<file path="src/rtl/stream_deparser_emitter_pkg.sv">
// Shared definitions for the 134b stream format: tag codes, field slices, beat widths.
package stream_deparser_emitter_pkg;

    localparam int BEAT_W  = 134;
    localparam int DATA_W  = 128;
    localparam int TAG_MSB = 133;
    localparam int TAG_LSB = 132;
    localparam int VLD_MSB = 131;
    localparam int VLD_LSB = 128;

    localparam logic [1:0] TAG_BODY   = 2'b00;
    localparam logic [1:0] TAG_HEAD   = 2'b01;
    localparam logic [1:0] TAG_TAIL   = 2'b10;
    localparam logic [1:0] TAG_SINGLE = 2'b11;

    // Head bit is set for both head and single-beat tags.
    function automatic logic tag_has_head(input logic [1:0] tag);
        return tag[0];
    endfunction

    // Tail bit is set for both tail and single-beat tags.
    function automatic logic tag_has_tail(input logic [1:0] tag);
        return tag[1];
    endfunction

endpackage

</file>
<file path="src/rtl/stream_deparser_emitter_hdr_merge.sv">
// Combinational header overlay: beat k < HEAD_BEATS gets header slice k (MSB-first) in its data field.
module stream_hdr_merge
    import stream_deparser_emitter_pkg::*;
#(
    parameter int  HEAD_BEATS = 4,
    localparam int HEAD_W     = HEAD_BEATS * DATA_W,
    localparam int IDX_W      = $clog2(HEAD_BEATS + 1)
) (
    input  logic [IDX_W-1:0]  i_idx,
    input  logic [HEAD_W-1:0] i_hdr,
    input  logic [BEAT_W-1:0] i_beat,
    output logic [BEAT_W-1:0] o_beat
);

    localparam logic [IDX_W-1:0] IDX_LIMIT = IDX_W'(HEAD_BEATS);

    logic [DATA_W-1:0] slice_s;

    // One-hot select of the header slice addressed by the beat index.
    always_comb begin
        slice_s = {DATA_W{1'b0}};
        for (int k = 0; k < HEAD_BEATS; k++) begin
            slice_s = slice_s | ({DATA_W{i_idx == IDX_W'(k)}} & i_hdr[HEAD_W-1-DATA_W*k -: DATA_W]);
        end
    end

    // Tag and valid pass through; data is replaced only inside the header window.
    always_comb begin
        o_beat = {i_beat[TAG_MSB:VLD_LSB], (i_idx < IDX_LIMIT) ? slice_s : i_beat[DATA_W-1:0]};
    end

endmodule

</file>
<file path="src/rtl/stream_deparser_emitter.sv">
// Egress emitter: pops one meta word per packet, overlays the header onto the first
// beats of the buffered packet and re-emits the 134b stream; handles drop and bad-head.
module stream_deparser_emitter
    import stream_deparser_emitter_pkg::*;
#(
    parameter int  HEAD_BEATS = 4,
    parameter int  CNT_W      = 32,
    localparam int HEAD_W     = HEAD_BEATS * DATA_W
) (
    input  logic              i_clk,
    input  logic              i_rst,
    input  logic              i_pkt_empty,
    input  logic [BEAT_W-1:0] i_pkt,
    output logic              o_pkt_rden,
    input  logic              i_meta_empty,
    input  logic [HEAD_W:0]   i_meta,
    output logic              o_meta_rden,
    output logic              o_data_valid,
    output logic [BEAT_W-1:0] o_data,
    output logic [CNT_W-1:0]  o_pkt_cnt,
    output logic [CNT_W-1:0]  o_drop_cnt,
    output logic [CNT_W-1:0]  o_err_cnt
);

    localparam int               IDX_W   = $clog2(HEAD_BEATS + 1);
    localparam logic [IDX_W-1:0] IDX_MAX = IDX_W'(HEAD_BEATS);

    typedef enum logic {IDLE = 1'b0, SEND = 1'b1} state_t;

    state_t            state_q, state_d;
    logic [HEAD_W-1:0] hdr_q, hdr_d;
    logic              drop_q, drop_d;
    logic              err_q, err_d;
    logic [IDX_W-1:0]  idx_q, idx_d;
    logic              data_valid_q, data_valid_d;
    logic [BEAT_W-1:0] data_q, data_d;
    logic [CNT_W-1:0]  pkt_cnt_q, pkt_cnt_d;
    logic [CNT_W-1:0]  drop_cnt_q, drop_cnt_d;
    logic [CNT_W-1:0]  err_cnt_q, err_cnt_d;

    logic              pkt_rden_s;
    logic              meta_rden_s;
    logic              err_now_s;
    logic [1:0]        tag_s;
    logic [BEAT_W-1:0] merged_s;

    assign tag_s     = i_pkt[TAG_MSB:TAG_LSB];
    // A first beat lacking the head bit marks the whole packet as malformed.
    assign err_now_s = (state_q == SEND) && !i_pkt_empty && (idx_q == {IDX_W{1'b0}}) && !tag_has_head(tag_s);

    stream_hdr_merge #(.HEAD_BEATS(HEAD_BEATS)) u_merge (
        .i_idx  (idx_q),
        .i_hdr  (hdr_q),
        .i_beat (i_pkt),
        .o_beat (merged_s)
    );

    // Next-state logic: meta pop in IDLE, beat pop / overlay / accounting in SEND.
    always_comb begin
        state_d      = state_q;
        hdr_d        = hdr_q;
        drop_d       = drop_q;
        err_d        = err_q;
        idx_d        = idx_q;
        data_valid_d = 1'b0;
        data_d       = data_q;
        pkt_cnt_d    = pkt_cnt_q;
        drop_cnt_d   = drop_cnt_q;
        err_cnt_d    = err_cnt_q;
        pkt_rden_s   = 1'b0;
        meta_rden_s  = 1'b0;
        case (state_q)
            IDLE: begin
                if (!i_meta_empty && !i_pkt_empty) begin
                    meta_rden_s = 1'b1;
                    hdr_d       = i_meta[HEAD_W-1:0];
                    drop_d      = i_meta[HEAD_W];
                    err_d       = 1'b0;
                    idx_d       = {IDX_W{1'b0}};
                    state_d     = SEND;
                end else begin
                    state_d = IDLE;
                end
            end
            SEND: begin
                if (!i_pkt_empty) begin
                    pkt_rden_s = 1'b1;
                    if (err_now_s) begin
                        err_d     = 1'b1;
                        err_cnt_d = err_cnt_q + CNT_W'(1);
                    end else begin
                        err_d = err_q;
                    end
                    if (drop_q || err_q || err_now_s) begin
                        data_valid_d = 1'b0;
                    end else begin
                        data_valid_d = 1'b1;
                        data_d       = merged_s;
                    end
                    if (tag_has_tail(tag_s)) begin
                        state_d = IDLE;
                        idx_d   = {IDX_W{1'b0}};
                        if (err_q || err_now_s) begin
                            pkt_cnt_d = pkt_cnt_q;
                        end else if (drop_q) begin
                            drop_cnt_d = drop_cnt_q + CNT_W'(1);
                        end else begin
                            pkt_cnt_d = pkt_cnt_q + CNT_W'(1);
                        end
                    end else if (idx_q < IDX_MAX) begin
                        idx_d = idx_q + IDX_W'(1);
                    end else begin
                        idx_d = idx_q;
                    end
                end else begin
                    data_valid_d = 1'b0;
                end
            end
            default: begin
                state_d = IDLE;
            end
        endcase
    end

    // State, latches, registered outputs and counters; async reset abandons any packet in flight.
    always_ff @(posedge i_clk or posedge i_rst) begin
        if (i_rst) begin
            state_q      <= IDLE;
            hdr_q        <= {HEAD_W{1'b0}};
            drop_q       <= 1'b0;
            err_q        <= 1'b0;
            idx_q        <= {IDX_W{1'b0}};
            data_valid_q <= 1'b0;
            data_q       <= {BEAT_W{1'b0}};
            pkt_cnt_q    <= {CNT_W{1'b0}};
            drop_cnt_q   <= {CNT_W{1'b0}};
            err_cnt_q    <= {CNT_W{1'b0}};
        end else begin
            state_q      <= state_d;
            hdr_q        <= hdr_d;
            drop_q       <= drop_d;
            err_q        <= err_d;
            idx_q        <= idx_d;
            data_valid_q <= data_valid_d;
            data_q       <= data_d;
            pkt_cnt_q    <= pkt_cnt_d;
            drop_cnt_q   <= drop_cnt_d;
            err_cnt_q    <= err_cnt_d;
        end
    end

    assign o_pkt_rden   = pkt_rden_s;
    assign o_meta_rden  = meta_rden_s;
    assign o_data_valid = data_valid_q;
    assign o_data       = data_q;
    assign o_pkt_cnt    = pkt_cnt_q;
    assign o_drop_cnt   = drop_cnt_q;
    assign o_err_cnt    = err_cnt_q;

endmodule
</file>
<file path="config.mk">
export PLATFORM = sky130hd
export DESIGN_NAME = stream_deparser_emitter
export DESIGN_NICKNAME = d
export VERILOG_FILES = /design/src/rtl/stream_deparser_emitter_pkg.sv /design/src/rtl/stream_deparser_emitter_hdr_merge.sv /design/src/rtl/stream_deparser_emitter.sv
export SDC_FILE = /design/constraint.sdc
export NUM_CORES = 1
export LEC_CHECK = 0
export ABC_AREA = 1
export CORE_AREA = 10 10 338 340
export CTS_CLUSTER_DIAMETER = 80
export CTS_CLUSTER_SIZE = 10
export DETAILED_ROUTE_END_ITERATION = 12
export DIE_AREA = 0 0 348 350
export DONT_BUFFER_PORTS = 1
export SLEW_MARGIN = 20
export SYNTH_ARGS = -nofsm -noshare
export SYNTH_HDL_FRONTEND = slang
export SYNTH_SLANG_ARGS = --single-unit
</file>
<file path="constraint.sdc">
create_clock -name i_clk -period 36 [get_ports i_clk]
set_input_delay 10.8 -clock i_clk [delete_from_list [all_inputs] [get_ports i_clk]]
set_output_delay 10.8 -clock i_clk [all_outputs]
set_load 0.01 [all_outputs]
</file>
==> metrics.md <==
| Metric | Value |
|---|---|
| Via density | `about 5.1` |
| Max-cap viol count | `0` |
| Leak pwr | `17.1 nW` |
| Worst-path clk slew | `around 50 ps` |
| I/O pin cnt | `884` |
| Syn Inst Count | `4,118` |
| Pint | `1.67 mW` |
| Nets@finish | `4,681` |
| Area share of the largest cell type after synthesis | `55.8%` |
| Mean Syn Cell Area | `8.16 sq um` |
| Die height | `approximately 350 microns` |
| Synthesized Nets | `about 4,800` |
| Comb power frac | `between 10% and 20%` |
| I/O Buffers | `0` |
| Clock Sinks | `between 700 and 800` |
| Crit path launch type | `input port` |
| Max VDD drop | `51.4 uV` |
| Final setup viols | `0` |
| Initial antenna violation count | `22` |
| Skew final | `26.3 ps` |
| Antenna Nets Post-Route | `0` |
| Pre-antenna DRT Iters | `5` |
| # DRC | `0` |
| First-pass GRT wire length | `about 190,000 microns` |
| RSZ-0062 raised after global routing | `false` |
| R2R Path End | `o_data[57]$_DFFE_PP0P_` |
| Placed cell count | `5,345` |
| Setup slack, reg-to-reg | `31,450 ps` |
| Die width | `between 300 and 400 microns` |
| Max-slew headroom | `28.0%` |
| Core area | `around 0.11 sq mm` |
| Number of CTS-inserted buffers | `88` |
| Area of the mapped netlist | `0.0336 sq mm` |
| Total Routing Usage GR | `about a fifth` |
| Clock buffer depth | `3` |
| Post-DR wirelength/cell | `23.2 microns` |
| NetSw | `0.831 mW` |
| Power Total | `between 2 and 3 mW` |
| Max Slew Vio Count | `0` |
| CTS Hold Bufs | `0` |
| Yosys Warn Count | `0` |
| Vias in the first global route | `27,300` |
| Number of core rows | `121` |
| Total Wirelength | `127,000 microns` |
| #FFs+latches synth | `~750` |
| Top cells by area, synth | `dfrtp_1, nand2_1, o21ai_0, inv_1, nor2_1` |
| CP arrival | `11,770 ps` |
| Sink of the worst hold path | `hdr_q[68]$_DFFE_PP0P_` |
| Status | `finished, final reports clean` |
| Clk_lat worst skew | `650 ps` |
| Initial DRC Count | `2,416` |
| Hold Crit Start | `hdr_q[68]$_DFFE_PP0P_` |
| Worst-Margin Slew | `about 1100 ps` |
| Synth unique cells | `27` |
| Area growth syn-to-layout | `11.1%` |
| Sw Ratio | `33.2%` |
| Root Driver | `clkbuf_16` |
| Type of the worst min-delay path | `register to register` |
| Largest net degree at the start of global routing | `116` |
| Reg2reg start | `idx_q[2]$_DFFE_PP0P_` |
| Worst R2R Path Depth | `8` |
| Fillcell total | `11,300` |
| CTS tree | `built` |
| Pwr/cell area | `67.1 mW/mm^2` |
| Layout cells sized above 1 | `under 10%` |
| Crit Path Category | `input port to primary output` |
| Sequential share of power | `a little under 50%` |
| Postcts setup bufs | `0` |
| Hold path cells | `2` |
| Top cell type by total area after synthesis | `dfrtp_1` |
| Tmin final | `around 23,000 ps` |
| Htree depth | `3` |
| DP HPWL | `92,800 microns` |
| Clock network fraction of design power | `32.2%` |
| Fmax | `between 0.04 and 0.05 GHz` |
| Worst-path maximum fanout | `87` |
| Cts repair resizes | `0` |
| Initial Utilization | `31.2%` |
| Seq/Total Area, Yosys | `55.8%` |
| Die area | `0.122 sq mm` |
| Routability cong. | `0.925` |
| Fin cells | `5,467` |
| Final Hold Fails | `0` |
| Final Cycle Share | `62.7%` |
| CP Capture Type | `primary output` |
| Grt ovf | `0` |
| Setup TNS | `0 ps` |
| Worst endpoint required time | `25,200 ps` |
| Via count | `27,600` |
-- layout by cell type, fill, tap and decap left out, types with 5 or more instances in the layout --
master | netlist | final
nand4_1 | 21 | 21
nor2_1 | 232 | 232
nor2_2 | 11 | 10
diode_2 | 0 | 17
dfrtp_1 | 749 | 748
inv_6 | 0 | 5
nand3b_1 | 33 | 33
inv_1 | 442 | 440
buf_4 | 5 | 43
xor2_1 | 24 | 24
nor3_1 | 18 | 18
o21ai_0 | 654 | 654
ha_1 | 8 | 7
xnor2_1 | 15 | 15
o211ai_1 | 46 | 46
clkbuf_16 | 0 | 89
o22ai_1 | 125 | 125
a21oi_1 | 83 | 83
nand2_1 | 1296 | 1293
o21ai_1 | 77 | 77
nand3_1 | 46 | 46
-- power groups by stage --
stage | clock, mW | combinational (mW) | sequential (mW)
2_1_floorplan | 0 | 0.334 | 1.21
3_3_place_gp | 0 | 0.444 | 1.25
3_5_place_dp | 0 | 0.457 | 1.26
4_1_cts | 0.824 | 0.460 | 1.24
5_1_grt | 0.858 | 0.532 | 1.27
6_report | 0.805 | 0.455 | 1.24
-- Yosys cell counts --
library cell / count
a21oi_1: 83
buf_1: 12
buf_2: 74
buf_4: 5
clkbuf_1: 139
clkinv_1: 1
dfrtp_1: 749
ha_1: 8
inv_1: 442
inv_2: 2
nand2_1: 1296
nand3_1: 46
nand3_2: 1
nand3_4: 1
nand3b_1: 33
nand4_1: 21
nor2_1: 232
nor2_2: 11
nor2_4: 1
nor3_1: 18
nor3b_1: 2
o211ai_1: 46
o21ai_0: 654
o21ai_1: 77
o22ai_1: 125
xnor2_1: 15
xor2_1: 24
-- stage by stage --
step | setup WS (ps) | util [%] | hold slack, ps | cell area [sq um]
6_report | 13430 | 34.6 | 477 | 37300
5_1_grt | 13400 | 34.6 | 488 | 37300
4_1_cts | 13450 | 34.6 | 480 | 37200
3_5_place_dp | 13450 | 32.3 | 465 | 34800
3_3_place_gp | 13460 | 32.3 | 462 | 34800
2_1_floorplan | 4180 | - | 449 | 33600
-- routing by layer --
metal  up-vias  part of all wire [%]  global-route usage [%]
li1      12900                     -                       -
met1     13400                    40                    25.0
met5         -                 0.044                       0
met3       182                   9.6                    6.72
met4         8                   2.8                    6.76
met2      1051                    47                    32.8
-- cell families after synthesis --
| kind of cell | synth area share, % |
|---|---|
| AND/OR/NAND/NOR | 19.5 |
| AO/OA/AOI/OAI | 15.5 |
| flip-flops | 55.8 |
| buffers and inverters | 7.87 |
| XOR/XNOR | 1.02 |
| adder cells (fa/ha/maj) | 0.298 |
-- sequential cells by signal, indices dropped and copies added, names as in the netlist --
signal	cells
drop_q	1
err_q	1
hdr_q	512
idx_q	3
o_data	134
o_data_valid	1
o_drop_cnt	32
o_err_cnt	32
o_pkt_cnt	32
state_q	1
-- critical path, stage by stage --
cell     delay, ps
nor2_1         160
nand2_4        250
inv_8          400
-- cell type report --
cell class	instances	area (sq um)	area share, %
Antenna cell	17	42.5	0.114
Clock buffer	93	2260	6.06
Clock inverter	11	204	0.547
Inverter	445	1690	4.54
Multi-Input combinational cell	2694	12200	32.8
Sequential cell	749	18700	50.2
Tap cell	1414	1770	4.74
Timing Repair Buffer	44	343	0.919
-- worst max path at each step --
stage | startpoint | end | slack (ps) | depth (start not counted)
global route | i_pkt_empty | o_meta_rden | 13400 | 3
global placement | i_pkt_empty | o_meta_rden | 13460 | 3
CTS | i_pkt_empty | o_meta_rden | 13450 | 3
floorplan | i_rst | drop_q$_DFFE_PP0P_ | 4180 | 1
detailed placement | i_pkt_empty | o_meta_rden | 13450 | 3
finish | i_pkt_empty | o_meta_rden | 13430 | 3
Note: power is estimated with default switching activity, not from simulation.
